--- config.mk ---
export PLATFORM = sky130hd
export DESIGN_NAME = mul_operand_sequencer_flat
export DESIGN_NICKNAME = d
export VERILOG_FILES = /design/src/rtl/mul_seq_if.sv /design/src/rtl/mul_operand_sequencer.sv /design/src/flat_wrapper.sv
export SDC_FILE = /design/constraint.sdc
export NUM_CORES = 1
export LEC_CHECK = 0
export BUFFER_PORTS_ARGS = -buffer_cell sky130_fd_sc_hd__buf_2
export CELL_PAD_IN_SITES_DETAIL_PLACEMENT = 1
export CELL_PAD_IN_SITES_GLOBAL_PLACEMENT = 2
export CORE_UTILIZATION = 40
export DETAILED_ROUTE_END_ITERATION = 16
export PLACE_DENSITY = 0.76
export REMOVE_ABC_BUFFERS = 1
export SYNTH_ARGS = -nofsm -noshare
export SYNTH_HDL_FRONTEND = slang
export SYNTH_SLANG_ARGS = --single-unit
--- constraint.sdc ---
create_clock -name clk -period 2.3 [get_ports clk]
set_input_delay 0.115 -clock clk [delete_from_list [all_inputs] [get_ports clk]]
set_output_delay 0.115 -clock clk [all_outputs]
set_load 0.005 [all_outputs]
--- src/rtl/mul_seq_if.sv ---
// mul_seq_if: producer handshake, multiplier bus and status of the operand sequencer
interface mul_seq_if #(parameter int W = 16, parameter int CW = 8);
  logic          in_valid;
  logic          in_ready;
  logic [W-1:0]  in_a;
  logic [W-1:0]  in_b;
  logic          mul_start;
  logic [W-1:0]  mul_data;
  logic          mul_done;
  logic          busy;
  logic          timeout_err;
  logic [CW-1:0] jobs_done;
  modport slave (
    input  in_valid, in_a, in_b, mul_done,
    output in_ready, mul_start, mul_data, busy, timeout_err, jobs_done
  );
  modport master (
    output in_valid, in_a, in_b, mul_done,
    input  in_ready, mul_start, mul_data, busy, timeout_err, jobs_done
  );
endinterface

--- src/rtl/mul_operand_sequencer.sv ---
// mul_operand_sequencer: buffers (A,B) pairs and replays them onto the repeated-addition multiplier bus
module mul_operand_sequencer #(
  parameter int W       = 16,
  parameter int DEPTH   = 4,
  parameter int TIMEOUT = 1023,
  parameter int CW      = 8
) (
  input logic     clk,
  input logic     rst_n,
  mul_seq_if.slave s
);
  localparam int AW = $clog2(DEPTH);
  typedef enum logic [2:0] {IDLE, START, LOAD_A, LOAD_B, WAIT} state_t;
  state_t         state, state_n;
  logic [2*W-1:0] mem [DEPTH];
  logic [2*W-1:0] work;
  logic [AW-1:0]  wr_ptr, rd_ptr;
  logic [AW:0]    count, count_n;
  logic [15:0]    wd_cnt;
  logic           armed, push, pop, done_ok, expire;
  always_comb begin
    state_n = state;
    case (state)
      IDLE:    state_n = count != '0 ? START : IDLE;
      START:   state_n = LOAD_A;
      LOAD_A:  state_n = LOAD_B;
      LOAD_B:  state_n = WAIT;
      WAIT:    state_n = done_ok || expire ? IDLE : WAIT;
      default: state_n = IDLE;
    endcase
  end
  // armed blocks a done level left high by the previous job from counting as completion
  always_comb begin
    push    = s.in_valid && s.in_ready;
    pop     = state == IDLE && count != '0;
    done_ok = state == WAIT && armed && s.mul_done;
    expire  = state == WAIT && !done_ok && wd_cnt == 16'(TIMEOUT - 1);
    count_n = count + (AW+1)'(push) - (AW+1)'(pop);
  end
  always_ff @(posedge clk or negedge rst_n)
    if (!rst_n) state <= IDLE;
    else state <= state_n;
  // outputs are registered from next-state so each bus value spans its whole state cycle
  always_ff @(posedge clk or negedge rst_n) begin
    if (!rst_n) begin
      wr_ptr        <= '0;
      rd_ptr        <= '0;
      count         <= '0;
      work          <= '0;
      wd_cnt        <= '0;
      armed         <= 1'b0;
      s.in_ready    <= 1'b0;
      s.mul_start   <= 1'b0;
      s.mul_data    <= '0;
      s.busy        <= 1'b0;
      s.timeout_err <= 1'b0;
      s.jobs_done   <= '0;
    end else begin
      if (push) wr_ptr <= wr_ptr + 1'b1;
      if (pop) begin
        rd_ptr <= rd_ptr + 1'b1;
        work   <= mem[rd_ptr];
      end
      count         <= count_n;
      wd_cnt        <= state == WAIT ? wd_cnt + 1'b1 : '0;
      armed         <= state == WAIT && (armed || !s.mul_done);
      s.in_ready    <= count_n != (AW+1)'(DEPTH);
      s.mul_start   <= state_n == START;
      s.mul_data    <= state_n == LOAD_A ? work[2*W-1:W] : state_n == LOAD_B ? work[W-1:0] : '0;
      s.busy        <= state != IDLE || count != '0;
      s.timeout_err <= s.timeout_err || expire;
      if (done_ok) s.jobs_done <= s.jobs_done + 1'b1;
    end
  end
  always_ff @(posedge clk)
    if (push) mem[wr_ptr] <= {s.in_a, s.in_b};
endmodule
--- src/flat_wrapper.sv ---
// flat-port wrapper written by rule: the top's interface ports become plain ports
module mul_operand_sequencer_flat 
#(
  parameter int W       = 16,
  parameter int DEPTH   = 4,
  parameter int TIMEOUT = 1023,
  parameter int CW      = 8
)
  (clk, rst_n, s_in_valid, s_in_a, s_in_b, s_mul_done, s_in_ready, s_mul_start, s_mul_data, s_busy, s_timeout_err, s_jobs_done);
  mul_seq_if #(.W(W), .CW(CW)) s_i ();
  input logic clk;
  input logic rst_n;
  input wire logic [$bits(s_i.in_valid)-1:0] s_in_valid;
  input wire logic [$bits(s_i.in_a)-1:0] s_in_a;
  input wire logic [$bits(s_i.in_b)-1:0] s_in_b;
  input wire logic [$bits(s_i.mul_done)-1:0] s_mul_done;
  output wire logic [$bits(s_i.in_ready)-1:0] s_in_ready;
  output wire logic [$bits(s_i.mul_start)-1:0] s_mul_start;
  output wire logic [$bits(s_i.mul_data)-1:0] s_mul_data;
  output wire logic [$bits(s_i.busy)-1:0] s_busy;
  output wire logic [$bits(s_i.timeout_err)-1:0] s_timeout_err;
  output wire logic [$bits(s_i.jobs_done)-1:0] s_jobs_done;
  assign s_i.in_valid = s_in_valid;
  assign s_i.in_a = s_in_a;
  assign s_i.in_b = s_in_b;
  assign s_i.mul_done = s_mul_done;
  assign s_in_ready = s_i.in_ready;
  assign s_mul_start = s_i.mul_start;
  assign s_mul_data = s_i.mul_data;
  assign s_busy = s_i.busy;
  assign s_timeout_err = s_i.timeout_err;
  assign s_jobs_done = s_i.jobs_done;
  mul_operand_sequencer #(.W(W), .DEPTH(DEPTH), .TIMEOUT(TIMEOUT), .CW(CW)) u_core (.clk(clk), .rst_n(rst_n), .s(s_i));
endmodule
==> impl_metrics.xml, run 1 <==
<?xml version="1.0" encoding="UTF-8"?>
<metrics>
  <group name="status">
    <metric name="outcome" unit="">complete, no violations</metric>
  </group>
  <group name="sta">
    <metric name="final.setup.tns" unit="ns">0</metric>
    <metric name="final-setup-viol-count" unit="">0</metric>
    <metric name="clock-skew-final" unit="ns">0.0147</metric>
    <metric name="timing.final.crit_period" unit="ns">2.16</metric>
    <metric name="max_freq" unit="MHz">463</metric>
    <metric name="final_max_slew_viol_count" unit="">0</metric>
    <metric name="finalCritPeriodShare" unit="">0.938</metric>
    <metric name="grt_setup_unrepaired" unit="">false</metric>
    <metric name="worstMarginPinSlew" unit="ns">0.651</metric>
    <metric name="finalHoldViolCount" unit="">0</metric>
    <metric name="finalWorstSetupSlack" unit="ns">0.142</metric>
    <metric name="timing.max_slew.rel_slack" unit="">0.566</metric>
    <metric name="hold_slack_final" unit="ns">0.189</metric>
  </group>
  <group name="grt">
    <metric name="grt_start_max_net_pins" unit="">48</metric>
    <metric name="grt-ovfl-total" unit="">0</metric>
    <metric name="grt_pass1_wl" unit="microns">26900</metric>
    <metric name="via_count_of_the_first_global_routing_pass" unit="">4924</metric>
    <metric name="grt_antenna_before_repair" unit="">0</metric>
    <metric name="track_usage" unit="">0.161</metric>
  </group>
  <group name="synth">
    <metric name="syn-cell-area" unit="sq um">8440</metric>
    <metric name="yosysWarnings" unit="">0</metric>
    <metric name="synth_edf_count" unit="">128</metric>
    <metric name="synth_ff_type" unit="">edfxtp_1</metric>
    <metric name="synthesis.instances" unit="">453</metric>
    <metric name="yosys_register_bits" unit="">215</metric>
    <metric name="seq_area_frac_synth" unit="">0.713</metric>
    <metric name="post_synth.cell_area_avg" unit="sq um">18.6</metric>
    <metric name="synthDistinctLibCells" unit="">53</metric>
    <metric name="proportion_of_synthesized_flip_flops_having_asynchronous_set_or_reset" unit="">0.405</metric>
  </group>
  <group name="power_and_ir_drop">
    <metric name="switching_share" unit="">0.279</metric>
    <metric name="vdd_drop_max" unit="mV">0.721</metric>
    <metric name="combinationalPowerShare" unit="">0.275</metric>
    <metric name="power.density_cell_area" unit="nW/um^2">1230</metric>
    <metric name="total_leakage_power" unit="uW">0.00396</metric>
    <metric name="p_int" unit="uW">9070</metric>
    <metric name="share_seq_of_total_power" unit="">0.439</metric>
    <metric name="power.switching" unit="uW">3510</metric>
    <metric name="power.share.clock" unit="">0.286</metric>
    <metric name="design_power_total" unit="uW">12600</metric>
  </group>
  <group name="floorplanning">
    <metric name="effective_utilization_at_floorplan" unit="">0.413</metric>
    <metric name="core_area" unit="sq um">20400</metric>
    <metric name="die_w" unit="microns">147</metric>
    <metric name="core.rowCount" unit="">52</metric>
    <metric name="die_y" unit="microns">147</metric>
    <metric name="io_pins" unit="">64</metric>
    <metric name="floorplan.die_area" unit="sq um">21700</metric>
  </group>
  <group name="clocking">
    <metric name="numClockSinks" unit="">215</metric>
    <metric name="worst_skew_pair_later_pin_latency" unit="ns">0.51</metric>
    <metric name="cts_buffers" unit="">24</metric>
    <metric name="cts.htree.levels" unit="">1</metric>
    <metric name="tritoncts_clock_tree" unit="">yes</metric>
    <metric name="postCtsSetupRepairBufs" unit="">0</metric>
    <metric name="clockBufferDepth" unit="">3</metric>
    <metric name="cts_root_buf" unit="">clkbuf_16</metric>
    <metric name="path_clk_slew" unit="ns">0.06</metric>
  </group>
  <group name="route">
    <metric name="detail_route.iter0.violations" unit="">109</metric>
    <metric name="post-route-drc-count" unit="">0</metric>
    <metric name="routed_via_density" unit="">5.18</metric>
    <metric name="totalWireLength" unit="microns">16500</metric>
    <metric name="first_pass_iters" unit="">4</metric>
    <metric name="route.vias.total" unit="">4463</metric>
    <metric name="detail-route-antenna-nets" unit="">0</metric>
    <metric name="route.detailed.wl_per_inst" unit="microns">19.2</metric>
  </group>
  <group name="layout">
    <metric name="nNetsFinal" unit="">619</metric>
    <metric name="layout-drive-gt1-share" unit="">0.332</metric>
    <metric name="multiInputGateArea" unit="sq um">2230</metric>
    <metric name="layout.filler_cells" unit="">1951</metric>
    <metric name="register_area" unit="sq um">6020</metric>
    <metric name="area.growth.synth_to_final" unit="%">21.2</metric>
    <metric name="antenna_cells" unit="">0</metric>
    <metric name="finalCoreUtilization" unit="">0.501</metric>
  </group>
  <group name="critical_path">
    <metric name="arrival_worst_endpoint" unit="ns">2.54</metric>
    <metric name="critical_path_class" unit="">flop to flop</metric>
    <metric name="crit_path_end_kind" unit="">flop</metric>
    <metric name="critical_path_peak_fanout" unit="">2</metric>
    <metric name="critPathLaunchType" unit="">flop</metric>
    <metric name="timing.critical_path.required" unit="ns">2.68</metric>
  </group>
  <group name="placement">
    <metric name="place.gp.congestion" unit="">0.783</metric>
    <metric name="count_of_buffers_inserted_at_the_top_level_ports" unit="">63</metric>
    <metric name="post-dp-hpwl" unit="microns">9620</metric>
    <metric name="dp_worst_setup_slack" unit="ns">0.0639</metric>
  </group>
  <group name="worst_hold_path">
    <metric name="hp-class" unit="">input pin to asynchronous set/reset pin</metric>
  </group>
  <group name="run">
    <metric name="maxCapViolations" unit="">0</metric>
  </group>
</metrics>
-- kinds of logic (layout without fill, tap and decap cells) --
kind of cell               after synthesis  count (layout)  synth area share
buffers and inverters                   34             172            0.0262
muxes                                   68              68             0.138
xor gates and xnor gates                16              16            0.0166
and+or+nand+nor                         74              74            0.0596
DFF                                    215             215             0.713
AOI/OAI and AO/OA                       36              36            0.0307
adders and majority gates               10              10            0.0157
-- worst max-delay path: stages (launching register included) --
cell and delay [ns]:
dfrtp_1 0.41, nor3_4 0.25, nor2b_4 0.06, ha_1 0.28, inv_1 0.04, ha_1 0.19
fa_1 0.39, xnor2_1 0.19, xnor2_1 0.16, nand2_1 0.07
-- cell usage in the layout, fill, tap and decap left out, drive strengths merged, types with 3 or more instances in the layout --
| master | n |
|---|---|
| a21oi | 8 |
| a22o | 16 |
| and3 | 7 |
| buf | 81 |
| clkbuf | 41 |
| dfrtp | 87 |
| dlygate4sd3 | 35 |
| edfxtp | 128 |
| ha | 9 |
| inv | 13 |
| mux2 | 33 |
| mux2i | 3 |
| mux4 | 32 |
| nand2 | 11 |
| nand3 | 10 |
| nand4 | 6 |
| nor2 | 8 |
| nor3 | 5 |
| nor3b | 3 |
| nor4 | 4 |
| o21ai | 5 |
| o31ai | 4 |
| or3 | 3 |
| or4 | 5 |
| xnor2 | 10 |
| xor2 | 6 |
-- metal layers --
layer / global-route usage / vias up / wire length, microns
met3: 0.0267 / 21 / 585
met5: 0 / - / 0
met1: 0.206 / 2365 / 7030
li1: - / 1987 / -
met4: 0.0454 / 0 / 406
met2: 0.282 / 90 / 8510
-- path summary, 6_finish.rpt --
path | cells past startpoint | slack, ns | from | to
max | 9 | 0.14 | u_core.count[0] | u_core.s.in_ready
min | 2 | 0.19 | rst_n | u_core.wd_cnt[7]
max reg2reg | 9 | 0.14 | u_core.count[0] | u_core.s.in_ready
min reg2reg | 1 | 0.46 | u_core.s.timeout_err | u_core.s.timeout_err
max in group asynchronous | 3 | 1.35 | rst_n | u_core.s.mul_data[13]
min in group clk | 2 | 0.35 | s_in_a[5] | u_core.mem[0][21]
-- power groups by stage --
stage          Clock (uW)  Sequential (uW)  Combinational, uW
2_1_floorplan           0             5680               2150
3_3_place_gp            0             5510               3370
3_5_place_dp            0             5580               3490
4_1_cts              3710             5520               3560
5_1_grt              3840             5610               3790
6_report             3600             5520               3460
-- flip-flops by register name (all words and copies together), names as in the netlist, 2 cells and up --
register            flops
u_core.s.jobs_done      8
u_core.wr_ptr           2
u_core.mem            128
u_core.wd_cnt          16
u_core.work            32
u_core.s.mul_data      16
u_core.count            3
u_core.rd_ptr           2
u_core.state            3
-- synthesized netlist by cell type (3+ instances only) --
cell / number / area [sq um]
xnor2_1: 10 / 87.6
a22o_1: 16 / 140
ha_1: 9 / 113
mux2_2: 23 / 259
nand4_1: 4 / 25.0
buf_6: 7 / 78.8
clkbuf_1: 4 / 15.0
mux2i_1: 3 / 30.0
edfxtp_1: 128 / 3840
xor2_1: 6 / 52.6
and3_1: 6 / 37.5
nand3_1: 9 / 45.0
o21ai_0: 5 / 25.0
nand2_1: 11 / 41.3
o31ai_1: 4 / 30.0
nor4_1: 4 / 25.0
or4_1: 5 / 37.5
buf_4: 3 / 22.5
inv_1: 12 / 45.0
dfrtp_1: 87 / 2180
mux2_4: 9 / 135
mux4_2: 30 / 676
buf_2: 6 / 30.0
a21oi_1: 8 / 40.0
nor2_1: 7 / 26.3
-- cell type report --
cell class / count / share of cell area
Multi-Input combinational cell: 204 / 0.218
Tap cell: 270 / 0.0330
Clock buffer: 41 / 0.0708
Clock inverter: 3 / 0.00294
Inverter: 12 / 0.00440
Timing Repair Buffer: 116 / 0.0822
Sequential cell: 215 / 0.589
-- per-stage QoR --
stage          area, sq um  std cells
2_1_floorplan         8260        431
3_3_place_gp          9120        782
3_5_place_dp          9120        782
4_1_cts              10200        861
5_1_grt              10200        861
6_report             10200        861
-- timing repair --
item	CTS	global route
resized for setup	0	1
hold buffers	35	0
setup endpoints to repair	0	1
endpoints found under the hold margin	176	0
(Power assumes the default switching activity.)
==> run 2, diff against run 1 <==
==> constraint.sdc (replaced) <==
create_clock -name clk -period 2.3 [get_ports clk]
set_input_delay 0.345 -clock clk [delete_from_list [all_inputs] [get_ports clk]]
set_output_delay 0.345 -clock clk [all_outputs]
set_load 0.005 [all_outputs]
==> run 2 against run 1 <==
Effect of this change:
- non-clock buffer count down 34
- clock skew up 0.013 ns
- global-route usage down 0.35 points
- combinational power about the same
- utilization down 0.81 points
- highest routed layer unchanged
==> impl_metrics.xml, run 2 (synthesis gave the netlist of run 1 again) <==
<?xml version="1.0" encoding="UTF-8"?>
<metrics>
  <group name="layout">
    <metric name="registers.top_by_ff_count" unit="">u_core.mem</metric>
    <metric name="nNetsFinal" unit="">585</metric>
    <metric name="antenna_cells" unit="">0</metric>
    <metric name="layout.cells.most_common_list" unit="">edfxtp_1, dfrtp_1, buf_2</metric>
    <metric name="area.growth.synth_to_final" unit="%">19.2</metric>
    <metric name="final_area" unit="sq um">10100</metric>
    <metric name="mostFrequentLayoutCell" unit="">edfxtp_1</metric>
    <metric name="layout.filler_cells" unit="">1925</metric>
    <metric name="largestRegisters" unit="">u_core.mem x128, u_core.work x32</metric>
    <metric name="largest_register_ff_count" unit="">128</metric>
    <metric name="layout-drive-gt1-share" unit="">0.366</metric>
  </group>
  <group name="placement">
    <metric name="dp_worst_setup_slack" unit="ns">0.0663</metric>
    <metric name="post-dp-hpwl" unit="microns">9600</metric>
    <metric name="place.gp.congestion" unit="">0.778</metric>
    <metric name="dpl-instance-area" unit="sq um">9130</metric>
    <metric name="count_of_buffers_inserted_at_the_top_level_ports" unit="">63</metric>
  </group>
  <group name="sta">
    <metric name="max_freq" unit="MHz">457</metric>
    <metric name="timing.max_slew.rel_slack" unit="">0.514</metric>
    <metric name="worstMarginPinSlew" unit="ns">0.729</metric>
    <metric name="finalHoldViolCount" unit="">0</metric>
    <metric name="timing.final.crit_period" unit="ns">2.19</metric>
    <metric name="finalCritPeriodShare" unit="">0.952</metric>
    <metric name="finalWorstSetupSlack" unit="ns">0.111</metric>
    <metric name="final-setup-viol-count" unit="">0</metric>
    <metric name="final_max_slew_viol_count" unit="">0</metric>
    <metric name="clock-skew-final" unit="ns">0.0276</metric>
  </group>
  <group name="critical_path">
    <metric name="critical-path-top-delay-family" unit="">adder cells</metric>
    <metric name="critical_path.reg2reg.endpoint" unit="">u_core.s.in_ready</metric>
    <metric name="arrival_worst_endpoint" unit="ns">2.58</metric>
    <metric name="timing.critical_path.required" unit="ns">2.69</metric>
    <metric name="critical_path_peak_fanout" unit="">2</metric>
    <metric name="critical_path_class" unit="">flop to flop</metric>
    <metric name="critPathLaunchType" unit="">flop</metric>
    <metric name="reg2reg_slack" unit="ns">0.11</metric>
    <metric name="worstPathCellList" unit="">nor3_4, nor2b_4, ha_1, inv_1, ha_1, fa_1, xnor2_2, xnor2_2, nand2_1</metric>
    <metric name="critical_path.reg2reg.startpoint" unit="">u_core.count[0]</metric>
    <metric name="worst-path-buf-inv" unit="">1</metric>
    <metric name="crit_path_end_kind" unit="">flop</metric>
    <metric name="critPathSlowestCell" unit="">fa_1</metric>
    <metric name="critPathMaxStageDelay" unit="ns">0.42</metric>
    <metric name="worst-r2r-cell-count" unit="">9</metric>
  </group>
  <group name="grt">
    <metric name="grt_antenna_before_repair" unit="">1</metric>
    <metric name="grt_start_max_net_pins" unit="">51</metric>
    <metric name="via_count_of_the_first_global_routing_pass" unit="">4757</metric>
    <metric name="track_usage" unit="">0.157</metric>
    <metric name="grt-ovfl-total" unit="">0</metric>
    <metric name="grt_pass1_wl" unit="microns">26200</metric>
  </group>
  <group name="floorplanning">
    <metric name="floorplan.die_area" unit="sq um">21700</metric>
    <metric name="core.rowCount" unit="">52</metric>
    <metric name="io_pins" unit="">64</metric>
    <metric name="die_w" unit="microns">147</metric>
    <metric name="die_y" unit="microns">147</metric>
    <metric name="core_area" unit="sq um">20400</metric>
    <metric name="effective_utilization_at_floorplan" unit="">0.413</metric>
  </group>
  <group name="clocking">
    <metric name="path_clk_slew" unit="ns">0.06</metric>
    <metric name="numClockSinks" unit="">215</metric>
    <metric name="cts_root_buf" unit="">clkbuf_16</metric>
    <metric name="tritoncts_clock_tree" unit="">yes</metric>
    <metric name="clockBufferDepth" unit="">3</metric>
    <metric name="cts_buffers" unit="">24</metric>
    <metric name="cts.htree.levels" unit="">1</metric>
    <metric name="worst_skew_pair_later_pin_latency" unit="ns">0.53</metric>
  </group>
  <group name="worst_hold_path">
    <metric name="whs_path_depth" unit="">1</metric>
    <metric name="worst_hold_path.endpoint" unit="">u_core.mem[0][16]</metric>
    <metric name="worst_hold_startpoint" unit="">s_in_a[0]</metric>
    <metric name="hp-class" unit="">input pin to flop</metric>
  </group>
  <group name="route">
    <metric name="totalWireLength" unit="microns">16200</metric>
    <metric name="routed_via_density" unit="">5.11</metric>
    <metric name="first_pass_iters" unit="">4</metric>
    <metric name="route.vias.total" unit="">4227</metric>
    <metric name="route.detailed.wl_per_inst" unit="microns">19.6</metric>
    <metric name="detail-route-antenna-nets" unit="">0</metric>
    <metric name="detail_route.iter0.violations" unit="">161</metric>
    <metric name="post-route-drc-count" unit="">0</metric>
  </group>
  <group name="status">
    <metric name="outcome" unit="">complete, no violations</metric>
  </group>
  <group name="power_and_ir_drop">
    <metric name="total_leakage_power" unit="uW">0.00390</metric>
    <metric name="power.density_cell_area" unit="nW/um^2">1320</metric>
    <metric name="design_power_total" unit="uW">13200</metric>
    <metric name="vdd_drop_max" unit="mV">0.975</metric>
  </group>
  <group name="run">
    <metric name="maxCapViolations" unit="">0</metric>
  </group>
</metrics>
==> run 2: per-layer routing <==
layer / wire length, microns / GRT usage / vias up / share of wire
met5: 0 / 0 / - / 0
met4: 346 / 0.0361 / 0 / 0.021
met3: 658 / 0.0317 / 29 / 0.041
met2: 8220 / 0.279 / 81 / 0.51
met1: 6970 / 0.197 / 2200 / 0.43
li1: - / - / 1917 / -
==> run 2: metrics by stage <==
| stage | hold WS (ns) | TNS, ns | util | instances |
|---|---|---|---|---|
| floorplan | 0.0494 | -6.13 | - | 431 |
| global placement | 0.449 | 0 | 0.447 | 782 |
| detailed placement | 0.450 | 0 | 0.447 | 782 |
| CTS | 0.00128 | 0 | 0.491 | 827 |
| global route | 0.0148 | -0.0164 | 0.493 | 827 |
| finish | 0.0242 | 0 | 0.493 | 827 |
==> run 2: report_power, final <==
part	internal (uW)	switching (uW)
Sequential	5100	408
Clock	2710	1560
Combinational	1830	1640
Total	9640	3610
==> run 2: what timing repair did <==
item | in CTS | in global routing
setup endpoints to repair | 0 | 1
setup buffers | 0 | 0
hold buffers | 1 | 0
endpoints found under the hold margin | 48 | 0
gates resized for setup | 0 | 3
==> run 2: final cells by class <==
type,count,area [sq um],area share
Clock buffer,31,657,0.0653
Tap cell,270,338,0.0336
Multi-Input combinational cell,204,2240,0.223
Sequential cell,215,6020,0.598
Timing Repair Buffer,82,513,0.0510
Inverter,12,45.0,0.00448
Clock inverter,13,245,0.0244
==> run 2: worst max path at each step <==
stage / start / endpoint / slack (ns) / cells after the start
3_3_place_gp: u_core.count[0] / u_core.s.in_ready / 0.22 / 9
4_1_cts: u_core.count[0] / u_core.s.in_ready / 0.04 / 9
2_1_floorplan: u_core.state[1] / u_core.s.in_ready / -0.84 / 9
3_5_place_dp: u_core.count[0] / u_core.s.in_ready / 0.07 / 9
6_report: u_core.count[0] / u_core.s.in_ready / 0.11 / 9
5_1_grt: u_core.state[1] / u_core.s.in_ready / -0.02 / 9
==> run 3, diff against run 2 <==
- CTS_BUF_LIST: unset -> sky130_fd_sc_hd__clkbuf_4 sky130_fd_sc_hd__clkbuf_8
==> run 3 against run 2 <==
Effect of this change:
- sequential power barely moved
- global-route usage rose by 0.21 points
- design area fell by 1.4%
- clock-buffer cell count rose by 27
- register-to-register slack barely moved
- critical path type unchanged
- critical endpoint unchanged
==> impl_metrics.xml, run 3 (synthesis gave the netlist of run 1 again) <==
<?xml version="1.0" encoding="UTF-8"?>
<metrics>
  <group name="status">
    <metric name="outcome" unit="">complete, no violations</metric>
  </group>
  <group name="critical_path">
    <metric name="worstPathCellList" unit="">nor3_4, nor2b_4, ha_1, inv_1, ha_1, fa_1, xnor2_2, xnor2_2, nand2_1</metric>
    <metric name="critPathLaunchType" unit="">flop</metric>
    <metric name="reg2reg_slack" unit="ns">0.12</metric>
    <metric name="worst-path-buf-inv" unit="">1</metric>
    <metric name="critical-path-top-delay-family" unit="">adder cells</metric>
    <metric name="crit_path_end_kind" unit="">flop</metric>
    <metric name="critPathSlowestCell" unit="">fa_1</metric>
    <metric name="critical_path_peak_fanout" unit="">2</metric>
    <metric name="critical_path_class" unit="">flop to flop</metric>
    <metric name="arrival_worst_endpoint" unit="ns">2.58</metric>
    <metric name="critPathMaxStageDelay" unit="ns">0.42</metric>
    <metric name="timing.critical_path.required" unit="ns">2.70</metric>
  </group>
  <group name="layout">
    <metric name="multiInputGateArea" unit="sq um">2240</metric>
    <metric name="largest_register_ff_count" unit="">128</metric>
    <metric name="area.growth.synth_to_final" unit="%">17.6</metric>
    <metric name="final_area" unit="sq um">9920</metric>
    <metric name="nNetsFinal" unit="">598</metric>
    <metric name="mostFrequentLayoutCell" unit="">edfxtp_1</metric>
    <metric name="layout-drive-gt1-share" unit="">0.393</metric>
    <metric name="registers.top_by_ff_count" unit="">u_core.mem</metric>
    <metric name="largestRegisters" unit="">u_core.mem x128, u_core.work x32</metric>
    <metric name="layout.filler_cells" unit="">1955</metric>
    <metric name="register_area" unit="sq um">6020</metric>
    <metric name="layout.cells.most_common_list" unit="">edfxtp_1, dfrtp_1, buf_2</metric>
  </group>
  <group name="run">
    <metric name="maxCapViolations" unit="">0</metric>
  </group>
  <group name="placement">
    <metric name="place.gp.congestion" unit="">0.778</metric>
    <metric name="dpl-instance-area" unit="sq um">9130</metric>
    <metric name="post-dp-hpwl" unit="microns">9600</metric>
    <metric name="count_of_buffers_inserted_at_the_top_level_ports" unit="">63</metric>
  </group>
  <group name="floorplanning">
    <metric name="core_area" unit="sq um">20400</metric>
    <metric name="io_pins" unit="">64</metric>
    <metric name="floorplan.die_area" unit="sq um">21700</metric>
    <metric name="effective_utilization_at_floorplan" unit="">0.413</metric>
    <metric name="core.rowCount" unit="">52</metric>
    <metric name="die_y" unit="microns">147</metric>
    <metric name="die_w" unit="microns">147</metric>
  </group>
  <group name="power_and_ir_drop">
    <metric name="switching_share" unit="">0.287</metric>
    <metric name="total_leakage_power" unit="uW">0.00387</metric>
    <metric name="power.share.clock" unit="">0.279</metric>
    <metric name="share_seq_of_total_power" unit="">0.443</metric>
    <metric name="combinationalPowerShare" unit="">0.279</metric>
    <metric name="power.switching" unit="uW">3570</metric>
    <metric name="p_int" unit="uW">8890</metric>
    <metric name="power.density_cell_area" unit="nW/um^2">1260</metric>
    <metric name="vdd_drop_max" unit="mV">0.603</metric>
  </group>
  <group name="clocking">
    <metric name="path_clk_slew" unit="ns">0.06</metric>
    <metric name="cts.htree.levels" unit="">2</metric>
    <metric name="cts_buffers" unit="">37</metric>
    <metric name="clockBufferDepth" unit="">3</metric>
    <metric name="cts_root_buf" unit="">clkbuf_8</metric>
    <metric name="worst_skew_pair_later_pin_latency" unit="ns">0.53</metric>
    <metric name="tritoncts_clock_tree" unit="">yes</metric>
    <metric name="numClockSinks" unit="">215</metric>
  </group>
  <group name="sta">
    <metric name="finalCritPeriodShare" unit="">0.947</metric>
    <metric name="worstMarginPinSlew" unit="ns">0.718</metric>
    <metric name="clock-skew-final" unit="ns">0.0216</metric>
    <metric name="grt_setup_unrepaired" unit="">false</metric>
    <metric name="finalHoldViolCount" unit="">0</metric>
    <metric name="final-setup-viol-count" unit="">0</metric>
    <metric name="final_max_slew_viol_count" unit="">0</metric>
    <metric name="hold_slack_final" unit="ns">0.0282</metric>
    <metric name="timing.max_slew.rel_slack" unit="">0.521</metric>
    <metric name="timing.final.crit_period" unit="ns">2.18</metric>
    <metric name="max_freq" unit="MHz">459</metric>
  </group>
  <group name="grt">
    <metric name="grt_start_max_net_pins" unit="">51</metric>
    <metric name="via_count_of_the_first_global_routing_pass" unit="">4890</metric>
    <metric name="grt_antenna_before_repair" unit="">1</metric>
    <metric name="grt-ovfl-total" unit="">0</metric>
    <metric name="track_usage" unit="">0.159</metric>
    <metric name="grt_pass1_wl" unit="microns">26400</metric>
  </group>
  <group name="route">
    <metric name="post-route-drc-count" unit="">0</metric>
    <metric name="detail-route-antenna-nets" unit="">0</metric>
    <metric name="detail_route.iter0.violations" unit="">121</metric>
    <metric name="route.vias.total" unit="">4284</metric>
    <metric name="totalWireLength" unit="microns">16200</metric>
    <metric name="routed_via_density" unit="">5.03</metric>
    <metric name="route.detailed.wl_per_inst" unit="microns">19.0</metric>
    <metric name="first_pass_iters" unit="">4</metric>
  </group>
  <group name="worst_hold_path">
    <metric name="hp-class" unit="">input pin to flop</metric>
  </group>
</metrics>
## run 3: cell types whose count changed in the layout (fill, tap and decap cells not counted)
cell	before	now
diode_2	0	1
clkbuf_4	0	16
inv_6	0	1
clkbuf_8	3	42
clkinv_4	1	0
clkinv_8	0	1
clkinv_16	1	0
clkinv_1	1	4
clkbuf_16	24	0
clkinv_2	3	2
bufinv_16	6	0
inv_8	0	1
clkinvlp_4	1	0
clkbuf_1	4	0
## run 3: final timing paths
| kind | from | to | cells past startpoint |
|---|---|---|---|
| min in group asynchronous | rst_n | u_core.s.jobs_done[6] | 2 |
| worst max register to register | u_core.count[0] | u_core.s.in_ready | 9 |
| worst max-delay path | u_core.count[0] | u_core.s.in_ready | 9 |
| max in group asynchronous | rst_n | u_core.wd_cnt[6] | 3 |
| worst min register to register | u_core.s.jobs_done[7] | u_core.s.jobs_done[7] | 1 |
| worst min-delay path | s_in_a[0] | u_core.mem[3][16] | 1 |
## run 3: worst reg2reg max path, delay by kind of cell, from the launching register on
family                   cells  cell delay [ns]
XOR/XNOR                     2             0.34
adder cells (fa/ha/maj)      3             0.89
AND/OR/NAND/NOR              3             0.38
flip-flops                   1             0.41
buffers and inverters        1             0.04
## run 3: final cells by class
type,count,share of cell area
sequential,215,0.607
multi-input combinational,204,0.226
clock buffer,58,0.0704
timing repair buffer,82,0.0517
tap,270,0.0340
clock inverter,9,0.00618
inverter,12,0.00454
antenna,1,0.000252
## run 3: repair_timing
item | in CTS | in global routing
endpoints found under the setup margin | 0 | 1
gates resized for setup | 0 | 3
setup buffers | 0 | 0
hold buffers | 1 | 0
endpoints found under the hold margin | 48 | 0
## run 3: power groups by stage
stage               Sequential, uW  Clock, uW  Combinational, uW
floorplan                     5680          0               2150
global placement              5510          0               3390
detailed placement            5570          0               3510
CTS                           5510       3600               3530
global route                  5610       3780               3810
finish                        5510       3470               3470
## run 3: metrics by stage
step,total power [uW],setup TNS (ns),setup WS (ns),std cells,util
2_1_floorplan,7830,-6.13,-0.840,431,-
3_3_place_gp,8900,0,0.225,782,0.447
3_5_place_dp,9090,0,0.0663,782,0.447
4_1_cts,12600,0,0.0449,850,0.485
5_1_grt,13200,0,0.0117,850,0.486
6_report,12500,0,0.121,851,0.486
## run 3: metal layers
metal  track usage  part of all wire  vias up
li1              -                 -     1956
met3        0.0370             0.048       32
met2         0.280              0.51       85
met1         0.194              0.42     2211
met5             0                 0        -
met4        0.0510             0.022        0
